File: src/rtl/uart_pkg.sv
// Shared types and constants for the buffered UART receiver.
package uart_pkg;

  localparam int unsigned PAR_NONE = 0;
  localparam int unsigned PAR_ODD  = 1;
  localparam int unsigned PAR_EVEN = 2;

  // Widest supported data field; narrower frames are zero-extended.
  localparam int unsigned MAX_DATA_BITS = 9;

  typedef enum logic [2:0] {
    S_IDLE,
    S_START,
    S_DATA,
    S_PARITY,
    S_STOP,
    S_BREAK
  } rx_state_t;

  typedef struct packed {
    logic                     frame_err;
    logic                     parity_err;
    logic [MAX_DATA_BITS-1:0] data;
  } uart_rx_entry_t;

endpackage

File: src/rtl/uart_rx_buffered_if.sv
// Valid/ready port carrying received frames out of the UART receiver.
interface uart_rx_buffered_if #(
  parameter int unsigned DATA_BITS = 8
);
  logic [DATA_BITS-1:0] rx_data;
  logic                 rx_parity_err;
  logic                 rx_frame_err;
  logic                 rx_valid;
  logic                 rx_ready;

  modport master (
    output rx_data, rx_parity_err, rx_frame_err, rx_valid,
    input  rx_ready
  );

  modport slave (
    input  rx_data, rx_parity_err, rx_frame_err, rx_valid,
    output rx_ready
  );
endinterface

File: src/rtl/uart_rx_fifo.sv
// Synchronous frame FIFO; a pop frees a slot for a push in the same cycle.
module uart_rx_fifo
  import uart_pkg::*;
#(
  parameter int unsigned DEPTH = 4
) (
  input  logic                         clk,
  input  logic                         rst,
  input  logic                         push,
  input  logic                         pop,
  input  uart_rx_entry_t               din,
  output uart_rx_entry_t               head,
  output logic                         empty,
  output logic [$clog2(DEPTH+1)-1:0]   level,
  output logic                         drop
);
  localparam int unsigned AW = $clog2(DEPTH);
  localparam int unsigned LW = $clog2(DEPTH + 1);

  uart_rx_entry_t mem [DEPTH];
  logic [AW-1:0]  wr_ptr;
  logic [AW-1:0]  rd_ptr;
  logic           full;
  logic           do_push;
  logic           do_pop;

  assign empty   = (level == '0);
  assign full    = (level == LW'(DEPTH));
  assign do_pop  = pop && !empty;
  assign do_push = push && (!full || do_pop);
  assign drop    = push && !do_push;
  assign head    = empty ? '0 : mem[rd_ptr];

  // Pointer and occupancy bookkeeping.
  always_ff @(posedge clk or posedge rst) begin
    if (rst) begin
      wr_ptr <= '0;
      rd_ptr <= '0;
      level  <= '0;
    end else begin
      if (do_push) wr_ptr <= wr_ptr + 1'b1;
      if (do_pop)  rd_ptr <= rd_ptr + 1'b1;
      if (do_push && !do_pop)      level <= level + 1'b1;
      else if (!do_push && do_pop) level <= level - 1'b1;
    end
  end

  // Storage array; contents are only visible through head when non-empty.
  always_ff @(posedge clk) begin
    if (do_push) mem[wr_ptr] <= din;
  end

endmodule

File: src/rtl/uart_rx_buffered.sv
// Parametrised UART receiver with synchroniser, false-start rejection,
// parity/framing checks and a buffered valid/ready output.
module uart_rx_buffered
  import uart_pkg::*;
#(
  parameter int unsigned CLKS_PER_BIT = 434,
  parameter int unsigned DATA_BITS    = 8,
  parameter int unsigned PARITY       = PAR_NONE,
  parameter int unsigned STOP_BITS    = 1,
  parameter int unsigned FIFO_DEPTH   = 4
) (
  input  logic                              clk,
  input  logic                              rst,
  input  logic                              rx,
  uart_rx_buffered_if.master                rx_if,
  output logic [$clog2(FIFO_DEPTH+1)-1:0]   level,
  output logic                              busy,
  output logic                              ovf,
  input  logic                              ovf_clr
);
  localparam int unsigned CW   = $clog2(CLKS_PER_BIT);
  localparam int unsigned HALF = CLKS_PER_BIT / 2;

  logic                 rx_meta, rx_s;
  rx_state_t            state, state_n;
  logic [CW-1:0]        clk_cnt, cnt_n;
  logic [3:0]           bit_cnt, bit_n;
  logic [DATA_BITS-1:0] shift, shift_n;
  logic                 perr, perr_n;
  logic                 ferr, ferr_n;
  logic                 push;
  uart_rx_entry_t       push_entry, head;
  logic                 empty, drop;
  logic                 at_centre;

  assign at_centre = (clk_cnt == CW'(CLKS_PER_BIT - 1));
  assign busy      = (state != S_IDLE);

  // Two-flop synchroniser for the asynchronous serial line.
  always_ff @(posedge clk or posedge rst) begin
    if (rst) begin
      rx_meta <= 1'b1;
      rx_s    <= 1'b1;
    end else begin
      rx_meta <= rx;
      rx_s    <= rx_meta;
    end
  end

  // Receiver state and datapath registers.
  always_ff @(posedge clk or posedge rst) begin
    if (rst) begin
      state   <= S_IDLE;
      clk_cnt <= '0;
      bit_cnt <= '0;
      shift   <= '0;
      perr    <= 1'b0;
      ferr    <= 1'b0;
    end else begin
      state   <= state_n;
      clk_cnt <= cnt_n;
      bit_cnt <= bit_n;
      shift   <= shift_n;
      perr    <= perr_n;
      ferr    <= ferr_n;
    end
  end

  // Frame sequencing: half-bit start check, then centre sampling of each bit.
  always_comb begin
    state_n    = state;
    cnt_n      = clk_cnt;
    bit_n      = bit_cnt;
    shift_n    = shift;
    perr_n     = perr;
    ferr_n     = ferr;
    push       = 1'b0;
    push_entry = '0;
    case (state)
      S_IDLE: begin
        cnt_n = '0;
        bit_n = '0;
        if (!rx_s) begin
          state_n = S_START;
          perr_n  = 1'b0;
          ferr_n  = 1'b0;
        end
      end
      S_START: begin
        if (clk_cnt == CW'(HALF - 1)) begin
          cnt_n   = '0;
          state_n = rx_s ? S_IDLE : S_DATA;
        end else begin
          cnt_n = clk_cnt + 1'b1;
        end
      end
      S_DATA: begin
        if (at_centre) begin
          cnt_n   = '0;
          shift_n = {rx_s, shift[DATA_BITS-1:1]};
          if (bit_cnt == 4'(DATA_BITS - 1)) begin
            bit_n   = '0;
            state_n = (PARITY != PAR_NONE) ? S_PARITY : S_STOP;
          end else begin
            bit_n = bit_cnt + 1'b1;
          end
        end else begin
          cnt_n = clk_cnt + 1'b1;
        end
      end
      S_PARITY: begin
        if (at_centre) begin
          cnt_n   = '0;
          perr_n  = (PARITY == PAR_ODD) ? ~(^{shift, rx_s}) : (^{shift, rx_s});
          state_n = S_STOP;
        end else begin
          cnt_n = clk_cnt + 1'b1;
        end
      end
      S_STOP: begin
        if (at_centre) begin
          cnt_n  = '0;
          ferr_n = ferr | ~rx_s;
          if (bit_cnt == 4'(STOP_BITS - 1)) begin
            bit_n                 = '0;
            push                  = 1'b1;
            push_entry.frame_err  = ferr | ~rx_s;
            push_entry.parity_err = perr;
            push_entry.data       = MAX_DATA_BITS'(shift);
            state_n               = rx_s ? S_IDLE : S_BREAK;
          end else begin
            bit_n = bit_cnt + 1'b1;
          end
        end else begin
          cnt_n = clk_cnt + 1'b1;
        end
      end
      S_BREAK: begin
        if (rx_s) state_n = S_IDLE;
      end
      default: state_n = S_IDLE;
    endcase
  end

  uart_rx_fifo #(
    .DEPTH (FIFO_DEPTH)
  ) u_fifo (
    .clk   (clk),
    .rst   (rst),
    .push  (push),
    .pop   (rx_if.rx_ready && !empty),
    .din   (push_entry),
    .head  (head),
    .empty (empty),
    .level (level),
    .drop  (drop)
  );

  assign rx_if.rx_valid      = !empty;
  assign rx_if.rx_data       = head.data[DATA_BITS-1:0];
  assign rx_if.rx_parity_err = head.parity_err;
  assign rx_if.rx_frame_err  = head.frame_err;

  // Upper payload bits are zero-extended on push and never carry data.
  if (DATA_BITS < MAX_DATA_BITS) begin : g_pad_check
    always_comb assert (head.data[MAX_DATA_BITS-1:DATA_BITS] == '0);
  end

  // Sticky overflow; a new drop wins over a simultaneous clear.
  always_ff @(posedge clk or posedge rst) begin
    if (rst)          ovf <= 1'b0;
    else if (drop)    ovf <= 1'b1;
    else if (ovf_clr) ovf <= 1'b0;
  end

endmodule

File: src/flat_wrapper.sv
// flat-port wrapper written by rule: the top's interface ports become plain ports
module uart_rx_buffered_flat import uart_pkg::*;
#(
  parameter int unsigned CLKS_PER_BIT = 434,
  parameter int unsigned DATA_BITS    = 8,
  parameter int unsigned PARITY       = PAR_NONE,
  parameter int unsigned STOP_BITS    = 1,
  parameter int unsigned FIFO_DEPTH   = 4
)
  (clk, rst, rx, level, busy, ovf, ovf_clr, rx_if_rx_data, rx_if_rx_parity_err, rx_if_rx_frame_err, rx_if_rx_valid, rx_if_rx_ready);
  uart_rx_buffered_if #(.DATA_BITS(DATA_BITS)) rx_if_i ();
  input  logic clk;
  input  logic rst;
  input  logic rx;
  output logic [$clog2(FIFO_DEPTH+1)-1:0] level;
  output logic busy;
  output logic ovf;
  input  logic ovf_clr;
  output wire logic [$bits(rx_if_i.rx_data)-1:0] rx_if_rx_data;
  output wire logic [$bits(rx_if_i.rx_parity_err)-1:0] rx_if_rx_parity_err;
  output wire logic [$bits(rx_if_i.rx_frame_err)-1:0] rx_if_rx_frame_err;
  output wire logic [$bits(rx_if_i.rx_valid)-1:0] rx_if_rx_valid;
  input wire logic [$bits(rx_if_i.rx_ready)-1:0] rx_if_rx_ready;
  assign rx_if_rx_data = rx_if_i.rx_data;
  assign rx_if_rx_parity_err = rx_if_i.rx_parity_err;
  assign rx_if_rx_frame_err = rx_if_i.rx_frame_err;
  assign rx_if_rx_valid = rx_if_i.rx_valid;
  assign rx_if_i.rx_ready = rx_if_rx_ready;
  uart_rx_buffered #(.CLKS_PER_BIT(CLKS_PER_BIT), .DATA_BITS(DATA_BITS), .PARITY(PARITY), .STOP_BITS(STOP_BITS), .FIFO_DEPTH(FIFO_DEPTH)) u_core (.clk(clk), .rst(rst), .rx(rx), .rx_if(rx_if_i), .level(level), .busy(busy), .ovf(ovf), .ovf_clr(ovf_clr));
endmodule
File: config.mk
export PLATFORM = sky130hd
export DESIGN_NAME = uart_rx_buffered_flat
export DESIGN_NICKNAME = d
export VERILOG_FILES = /design/src/rtl/uart_pkg.sv /design/src/rtl/uart_rx_buffered_if.sv /design/src/rtl/uart_rx_fifo.sv /design/src/rtl/uart_rx_buffered.sv /design/src/flat_wrapper.sv
export SDC_FILE = /design/constraint.sdc
export NUM_CORES = 1
export LEC_CHECK = 0
export ABC_CLOCK_PERIOD_IN_PS = 2950
export CORE_MARGIN = 2
export CORE_UTILIZATION = 45
export DETAILED_ROUTE_END_ITERATION = 6
export PLACE_DENSITY = 0.65
export SLEW_MARGIN = 20
export SYNTH_ARGS = -nofsm -noshare
export SYNTH_HDL_FRONTEND = slang
export SYNTH_SLANG_ARGS = --single-unit
File: constraint.sdc
create_clock -name clk -period 2.95 [get_ports clk]
set_input_delay 0.295 -clock clk [delete_from_list [all_inputs] [get_ports clk]]
set_output_delay 0.295 -clock clk [all_outputs]
set_load 0.05 [all_outputs]
==> results of run 1 <==
## cell type report
| class | count | area (um^2) |
|---|---|---|
| fill | 652 | 3581 |
| sequential | 76 | 2105 |
| multi-input combinational | 162 | 1375 |
| timing repair buffer | 34 | 305.3 |
| tap | 102 | 127.6 |
| clock buffer | 9 | 123.9 |
| clock inverter | 7 | 57.56 |
| inverter | 14 | 52.55 |
## power groups by stage
stage          combinational, uW  clock [uW]  sequential (uW)
2_1_floorplan               9.83           0             1130
3_3_place_gp                19.8           0             1130
3_5_place_dp                20.2           0             1130
4_1_cts                     20.3         759             1110
5_1_grt                     22.4         807             1110
6_report                    19.1         734             1110
## stage by stage
| step | total power [uW] | hold WS, ps | instances | instance area, um^2 | util |
|---|---|---|---|---|---|
| 4_1_cts | 1891 | 344.0 | 403 | 4136 | 0.5353 |
| 3_5_place_dp | 1155 | 349.9 | 387 | 3955 | 0.5118 |
| 6_report | 1865 | 356.0 | 404 | 4146 | 0.5366 |
| 3_3_place_gp | 1154 | 347.5 | 387 | 3955 | 0.5118 |
| 2_1_floorplan | 1144 | 299.5 | 262 | 3581 | - |
| 5_1_grt | 1941 | 344.4 | 404 | 4146 | 0.5366 |
## routing by layer
layer	vias up	part of all wire	track usage
li1	1033	-	-
met1	1047	0.44	0.1834
met2	27	0.51	0.2681
met3	10	0.027	0.02901
met4	0	0.017	0.05882
met5	-	0	0
## how the worst max path moves through the flow
stage                                        from  cells past startpoint                            endpoint
finish              u_core.clk_cnt[1]$_DFFE_PP0P_                     12  u_core.u_fifo.level[2]$_DFFE_PP0P_
global route        u_core.clk_cnt[1]$_DFFE_PP0P_                     12  u_core.u_fifo.level[2]$_DFFE_PP0P_
CTS                 u_core.clk_cnt[1]$_DFFE_PP0P_                     12  u_core.u_fifo.level[2]$_DFFE_PP0P_
detailed placement  u_core.clk_cnt[1]$_DFFE_PP0P_                     12  u_core.u_fifo.level[2]$_DFFE_PP0P_
global placement    u_core.clk_cnt[1]$_DFFE_PP0P_                     12  u_core.u_fifo.level[2]$_DFFE_PP0P_
floorplan           u_core.clk_cnt[1]$_DFFE_PP0P_                     13  u_core.u_fifo.level[2]$_DFFE_PP0P_
## cell families (layout without fill, tap and decap cells)
family	after synthesis	in the layout
muxes	22	22
and+or+nand+nor	77	77
xor gates and xnor gates	17	17
DFF	76	76
AOI/OAI and AO/OA	35	35
adders and majority gates	11	11
buffers and inverters	24	64
## repair_timing
item	CTS	global route
endpoints found under the setup margin	0	1
hold buffers	0	0
buffers inserted	0	1
resized for setup	0	1
## state kept, by name, indices dropped and copies added (netlist names)
register / cells
u_core.ferr: 1
u_core.u_fifo.rd_ptr: 2
u_core.perr: 1
u_core.shift: 8
u_core.rx_s: 1
u_core.state: 3
u_core.u_fifo.mem: 40
u_core.clk_cnt: 9
u_core.u_fifo.wr_ptr: 2
u_core.u_fifo.level: 3
u_core.ovf: 1
u_core.rx_meta: 1
u_core.bit_cnt: 4
## worst max-delay path, stage by stage, from the launching register on
cell	delay (ps)
sky130_fd_sc_hd__dfrtp_1	400
sky130_fd_sc_hd__inv_1	90
sky130_fd_sc_hd__ha_1	140
sky130_fd_sc_hd__nand4b_1	150
sky130_fd_sc_hd__or3_4	400
sky130_fd_sc_hd__nor4_4	260
sky130_fd_sc_hd__and2b_1	190
sky130_fd_sc_hd__ha_2	190
sky130_fd_sc_hd__inv_1	50
sky130_fd_sc_hd__fa_1	370
sky130_fd_sc_hd__xor2_1	150
sky130_fd_sc_hd__nor2_1	110
sky130_fd_sc_hd__xor2_1	150
## placed cells by master, fill, tap and decap left out, drive strengths merged, types with 2 or more instances in the layout
| master | n |
|---|---|
| nor4bb | 2 |
| or3 | 4 |
| xor2 | 4 |
| a21oi | 3 |
| buf | 14 |
| nand4b | 2 |
| nor2b | 2 |
| clkinvlp | 2 |
| mux2i | 2 |
| or2 | 2 |
| mux2 | 10 |
| inv | 18 |
| nand2 | 10 |
| xnor2 | 13 |
| dfstp | 2 |
| nor3b | 2 |
| mux4 | 10 |
| nor3 | 6 |
| nand3 | 8 |
| dfrtp | 34 |
| a21bo | 2 |
| clkdlybuf4s50 | 20 |
| ha | 10 |
| o21ai | 12 |
| o2bb2ai | 2 |
| clkbuf | 9 |
| and2 | 23 |
| o31ai | 2 |
| a21o | 3 |
| nor2 | 7 |
| o21a | 2 |
| edfxtp | 40 |
==> impl_summary.md, run 1 <==
Die
The starting density of the core is 0.4634. The overall die height is between 90 and 100 um. The standard cell core area is around 7700 um^2.

The overall die width is about 93 um. The floorplan step defined a die boundary enclosing between 8000 and 9000 um^2. 21 I/O pins were placed. The number of rows created at floorplan is 32.

Timing
Setup repair after global routing left no endpoint under its margin. The setup-violating endpoint count in the final report is 0. The slew at the pin closest to its max-slew limit is 537.0 ps. The final count of pins violating max slew came to 0. The final count of hold timing violations is 0. After layout, the worst setup slack is ~240 ps. The final critical path time including I/O delays and setup is about 2700 ps. The worst pin sits at a relative slew slack of 0.6388. For this run, the top clock speed supported by timing is about 0.37 GHz. The clock skew is between 7 and 8 ps. In the finished design, the share of the clock period the worst path needs comes to 0.9180. The sum of negative setup slack is 0 ps.

Worst setup path
The number of cells traversed by the worst register-to-register path is 12. The critical path in this run is classified as reg2reg. The worst setup path is captured at a flip-flop.

The data required time of the critical path is 3220 ps. The endpoint identified for the worst register-to-register timing path is u_core.u_fifo.level[2]$_DFFE_PP0P_. Data on the critical path arrives at its endpoint at between 2000 and 3000 ps. STA classifies the critical path startpoint as a flip-flop. The peak fanout along the critical path is 4. The worst register-to-register path begins at u_core.clk_cnt[1]$_DFFE_PP0P_. Across all register-to-register paths, the minimum setup slack is about 240 ps.

Clock tree
The TritonCTS clock tree is yes. The insertion delay to the later sink of the worst-skew pair is around 340 ps. The number of CTS-inserted buffers is 9.

Clock-pin slew was measured on the worst setup and hold paths at 90 ps. No sink is reached through more buffers than the 2 on the longest clock path. The H-tree was split into 3 levels. The clock net sink count is 76. The cell at the root of the clock tree is sky130_fd_sc_hd__clkbuf_8.

Drt
The routed wire length is 5.878 mm. For this block, the initial DRC count from the detailed router was 59. The pre-antenna-repair detailed-routing pass consisted of 4 iterations. The routed layout has between 2000 and 2500 vias. In the routed design, unresolved DRC markers number 0. The via-per-instance ratio is roughly 5.2. The number of nets still failing antenna checks after routing is 0.

The routed length per instance is 14.55 um.

Global route
The initial antenna violation count is 0. The number of global-route vias before repair is about 2100. Global routing finished with a remaining overflow of 0. The first global-routing pass estimated between 10 and 15 mm of wire. The all-layer global routing usage is 0.1517. Entering global routing, the biggest net connects 37 pins.

Pwr
The part of the total power dissipated in sequential elements is 0.596. In this run the power density over the cells is roughly 450 nW/um^2. The share of total power in combinational logic is 0.010. The static leakage power is 0.001693 uW.

The share of total power dissipated in the clock network is 0.394. The design internal power is approximately 1400 uW. Across the VDD grid, the largest voltage drop is roughly 0.00025 V. The switching portion of total power is 0.2302.

The power spent charging and discharging nets is between 400 and 500 uW.

Yosys
The cell taking the most area after synthesis is sky130_fd_sc_hd__edfxtp_1. The area share of the leading cell type in the synthesized netlist is 0.3354. The multiplexer fraction of the synthesized cell area is 0.1010. The most instantiated flip-flop cell in the synthesis netlist is sky130_fd_sc_hd__edfxtp_1.

The cell count after synthesis is between 200 and 300. In this run, synthesis produced a sequential element count of between 70 and 80. The distinct cell type count of the synthesized netlist is 55. The share of the synthesized area in compound gates (AO/OA/AOI/OAI) came to 0.06953.

The xor/xnor cell area share of the yosys netlist is 0.04158. The number of nets in the synthesized netlist is 278. Of the total synthesized cell area, the portion taken by full adders, half adders and majority gates is 0.04053. For this run, the number of Yosys warnings is 0. After synthesis, the most frequently instantiated cells are sky130_fd_sc_hd__edfxtp_1 (40), sky130_fd_sc_hd__dfrtp_1 (34), sky130_fd_sc_hd__and2_1 (23), sky130_fd_sc_hd__inv_1 (14), sky130_fd_sc_hd__xnor2_1 (13). Yosys attributes the largest share of cell area to sky130_fd_sc_hd__edfxtp_1 (34%), sky130_fd_sc_hd__dfrtp_1 (24%), sky130_fd_sc_hd__mux4_2 (6.3%). The largest family of logic cells by synthesized area is simple AND/OR/NAND/NOR gates. The part of the Yosys area used for sequential elements is 0.5877. The average footprint of a synthesized cell is 13.67 um^2. The post-synthesis instance area is about 3600 um^2.

The area share of and/or/nand/nor cells after synthesis is 0.1307. Counting flops with a built-in enable in the synthesized netlist gives 40. The most numerous cell in the Yosys netlist is sky130_fd_sc_hd__edfxtp_1. For this run, asynchronously set or reset flops after synthesis account for 0.4737.

Min path
The min-delay analysis places its worst path in the category in2async.

Final layout
After the last flow step, the layout net total stands at 313. In the final layout, the share of cells above drive strength 1 is 0.1987. The area growth from synthesis to layout is 15.79%. The antenna diode count is 0.

Placement
The half-perimeter wire length after detailed placement is around 4.3 mm. At the placement stage, the worst setup path has a slack of around 160 ps. Routability-driven placement finished with a final weighted congestion of slightly below 0.8.

The number of buffers inserted by port buffering is 20.

Status
The flow ran to the end, and the final reports show no timing, DRC or antenna violations.

Job
The max-cap violation count is 0.
Note: power is estimated with default switching activity, not from simulation.
==> run 2, diff against run 1 <==
--- a/config.mk
+++ b/config.mk
@@ -6,11 +6,11 @@
 export NUM_CORES = 1
 export LEC_CHECK = 0
 export ABC_CLOCK_PERIOD_IN_PS = 2950
-export CORE_MARGIN = 2
-export CORE_UTILIZATION = 45
+export CORE_UTILIZATION = 53
 export DETAILED_ROUTE_END_ITERATION = 6
-export PLACE_DENSITY = 0.65
+export PLACE_DENSITY = 0.75
 export SLEW_MARGIN = 20
 export SYNTH_ARGS = -nofsm -noshare
 export SYNTH_HDL_FRONTEND = slang
 export SYNTH_SLANG_ARGS = --single-unit
+export TNS_END_PERCENT = 1
==> run 2 against run 1 <==
The flow now finishes with violations (design-rule violations); wire length shrank 3.1%; combinational power about the same; non-clock buffer count is 5 lower; register-to-register slack got worse by 30 ps; maximum frequency fell by 1.0%; first-iteration DRC count grew 98%; critical path type unchanged; critical endpoint unchanged; largest cell class unchanged.
==> impl_summary.md, run 2 (synthesis gave the netlist of run 1 again) <==
Drt
The remaining routing DRC violations was 2 (+2). The via-per-instance ratio is 5.527 (+5.5%). The routed length per instance is 15.22 um (+4.6%).

The number of DRC markers in iteration 0 came to 117 (+98%). The total iterations of the first detailed-routing run is 6 (+2). The number of nets still failing antenna checks after routing came to 0 (unchanged). The routed wire length is 5.694 mm (-3.1%).

The total number of vias was 2067 (-2.4%).

Global route
The met1 layer usage reported by global route is 0.2152 (+0.03176). The wire length of the first global-routing pass is 9.570 mm (-5.2%). The number of global-route vias before repair is 2088 (-0.33%). The initial antenna violation count is 0 (unchanged). The largest net degree at the start of global routing came to 20 (-46%). The all-layer global routing usage came to 0.1774 (+0.02578). The fraction of met2 tracks used by global routing is 0.3107 (+0.04261). The busiest layer in global routing is met2. The met3 layer usage reported by global route is 0.04130 (+0.01229). The total global routing overflow is 0 (unchanged).

Die
The overall die height is 84.20 um (-9.7%). The die area was 7089 um^2 (-18%). The standard cell core area is 6422 um^2 (-17%). The boundary pin count is 21 (unchanged).

The number of rows created at floorplan was 29 (-9.4%). The starting density of the core is 0.5576 (+0.09416). The overall die width was 84.20 um (-9.7%).

Timing
The final critical path time including I/O delays and setup is 2736 ps (+27.38 ps). The sum of negative setup slack is 0 ps (unchanged). The slew at the pin closest to its max-slew limit is 658.8 ps (+121.8 ps). The final count of pins violating max slew is 0 (unchanged). The ratio of final minimum period to clock period is 0.9273 (+0.009280). The achievable frequency is 0.3656 GHz (-1.0%). The setup-violating endpoint count in the final report is 0 (unchanged). The clock skew was 15.04 ps (+7.442 ps). The worst hold margin was 332.6 ps (-23.45 ps). Setup repair after global routing left no endpoint under its margin.

The final count of hold timing violations is 0 (unchanged). The normalized max-slew margin is 0.5603 (-0.07845). The worst setup slack after layout is 214.4 ps (-27.38 ps).

Final layout
The top cell types in the final layout, fill and taps aside, are sky130_fd_sc_hd__edfxtp_1 (40), sky130_fd_sc_hd__dfrtp_1 (34), sky130_fd_sc_hd__and2_1 (23), sky130_fd_sc_hd__clkdlybuf4s50_1 (20). The number of flip-flops in the largest register is 40 (unchanged). Leaving out fill and tap cells, the most frequent cell in the layout is sky130_fd_sc_hd__edfxtp_1.

The layout overhead on the synthesized area is 13.80%. The antenna diode count is 0 (unchanged). The number of standard cells in the final layout excluding fillers is 374 (-7.4%).

The register with the most flip-flops in the final layout is u_core.u_fifo.mem. The share of post-route cells with drive strength above 1 is 0.1852 (-0.01349). In the final layout, the registers with the most flip-flops are u_core.u_fifo.mem x40, u_core.clk_cnt x9, u_core.shift x8. The final net count was 308 (-1.6%).

Worst setup path
The peak fanout along the critical path is 5 (+1). The data required time of the critical path was 3220 ps (about the same). The element type at the critical path start is a flip-flop. The kind of capture point of the worst setup path is a flip-flop.

The data arrival time at the worst-slack endpoint is 3010 ps (+30 ps). The type of the worst setup path is reg2reg.

Clock tree
The post-cts sizing count is 0 (unchanged). The cell at the root of the clock tree is sky130_fd_sc_hd__clkbuf_8. The post-CTS repair timing setup buffer count is 0 (unchanged).

The insertion delay to the later sink of the worst-skew pair was 340 ps (about the same). The TritonCTS clock tree is yes. The number of CTS-inserted buffers is 9 (unchanged). The maximum clock path buffer count is 2 (unchanged). The clock net sink count was 76 (unchanged). The H-tree level count is 3 (unchanged). The clock slew at the register clock pins of the worst setup and hold paths came to 90 ps (about the same). The post-cts hold buffer count is 0 (unchanged).

Min path
The class of the most critical hold timing path is in2async.

Pwr
The power density over cell area came to 455.7 nW/um^2 (+1.3%). The largest vdd supply drop came to 0.0002291 V (-8.0%). The static leakage power was 0.001669 uW (-1.4%). The total chip power was 1857 uW (-0.42%).

Placement
The cell total after placement is 358 (-7.5%). The pre-CTS worst setup slack is 109.0 ps (-48.93 ps). The final estimated routing congestion in global placement is 0.8045 (+4.5%). The half-perimeter wire length after detailed placement is 4.110 mm (-4.1%).

The number of buffers inserted by port buffering is 20 (unchanged).

Status
The checks that failed: design-rule violations. The run finished, with violations left.

Job
The max-cap violation count came to 0 (unchanged).
## run 2: cell types whose count changed in the layout (fill, tap and decap cells not counted)
cell,before,now
sky130_fd_sc_hd__ha_1,9,10
sky130_fd_sc_hd__ha_2,1,0
sky130_fd_sc_hd__inv_2,0,1
sky130_fd_sc_hd__buf_4,14,9
sky130_fd_sc_hd__inv_1,14,13
## run 2: worst paths after layout
check	from	to	slack (ps)	cells past startpoint
max in group asynchronous	rst	u_core.clk_cnt[2]$_DFFE_PP0P_	1900	3
hold reg to reg	u_core.rx_meta$_DFF_PP1_	u_core.rx_s$_DFF_PP1_	360	0
setup / recovery	u_core.clk_cnt[1]$_DFFE_PP0P_	u_core.u_fifo.level[2]$_DFFE_PP0P_	210	12
setup reg to reg	u_core.clk_cnt[1]$_DFFE_PP0P_	u_core.u_fifo.level[2]$_DFFE_PP0P_	210	12
hold / removal	rst	u_core.ovf$_DFFE_PP0P_	330	2
min in group clk	u_core.rx_meta$_DFF_PP1_	u_core.rx_s$_DFF_PP1_	360	0
## run 2: cell type report
cell class / count / area [um^2]
timing repair buffer: 29 / 267.8
fill: 473 / 2347
sequential: 76 / 2105
multi-input combinational: 162 / 1373
inverter: 14 / 52.55
clock buffer: 9 / 123.9
tap: 77 / 96.34
clock inverter: 7 / 57.56
## run 2: worst max-delay path, stage by stage, from the launching register on
cell and delay, ps:
sky130_fd_sc_hd__dfrtp_1 410, sky130_fd_sc_hd__inv_2 80, sky130_fd_sc_hd__ha_1 140, sky130_fd_sc_hd__nand4b_1 150, sky130_fd_sc_hd__or3_4 410, sky130_fd_sc_hd__nor4_4 270, sky130_fd_sc_hd__and2b_1 180, sky130_fd_sc_hd__ha_1 180
sky130_fd_sc_hd__inv_1 60, sky130_fd_sc_hd__fa_1 370, sky130_fd_sc_hd__xor2_1 150, sky130_fd_sc_hd__nor2_1 130, sky130_fd_sc_hd__xor2_1 160
## run 2: metrics by stage
| stage | utilization | cell area, um^2 |
|---|---|---|
| after detailed placement | 0.6063 | 3894 |
| after CTS | 0.6345 | 4075 |
| after global placement | 0.6063 | 3894 |
| final | 0.6345 | 4075 |
| after floorplan | - | 3581 |
| after global routing | 0.6345 | 4075 |
## run 2: routing by layer
| metal | wire length [um] | part of all wire |
|---|---|---|
| met4 | 32 | 0.0056 |
| met2 | 2901 | 0.51 |
| met5 | 0 | 0 |
| met1 | 2587 | 0.45 |
| met3 | 173 | 0.030 |
## run 2: power by group
group	switching [uW]	total, uW	internal [uW]
registers	1.42	1110	1110
logic	12.1	19.0	6.92
clock network	408	726	318
total	422	1860	1440
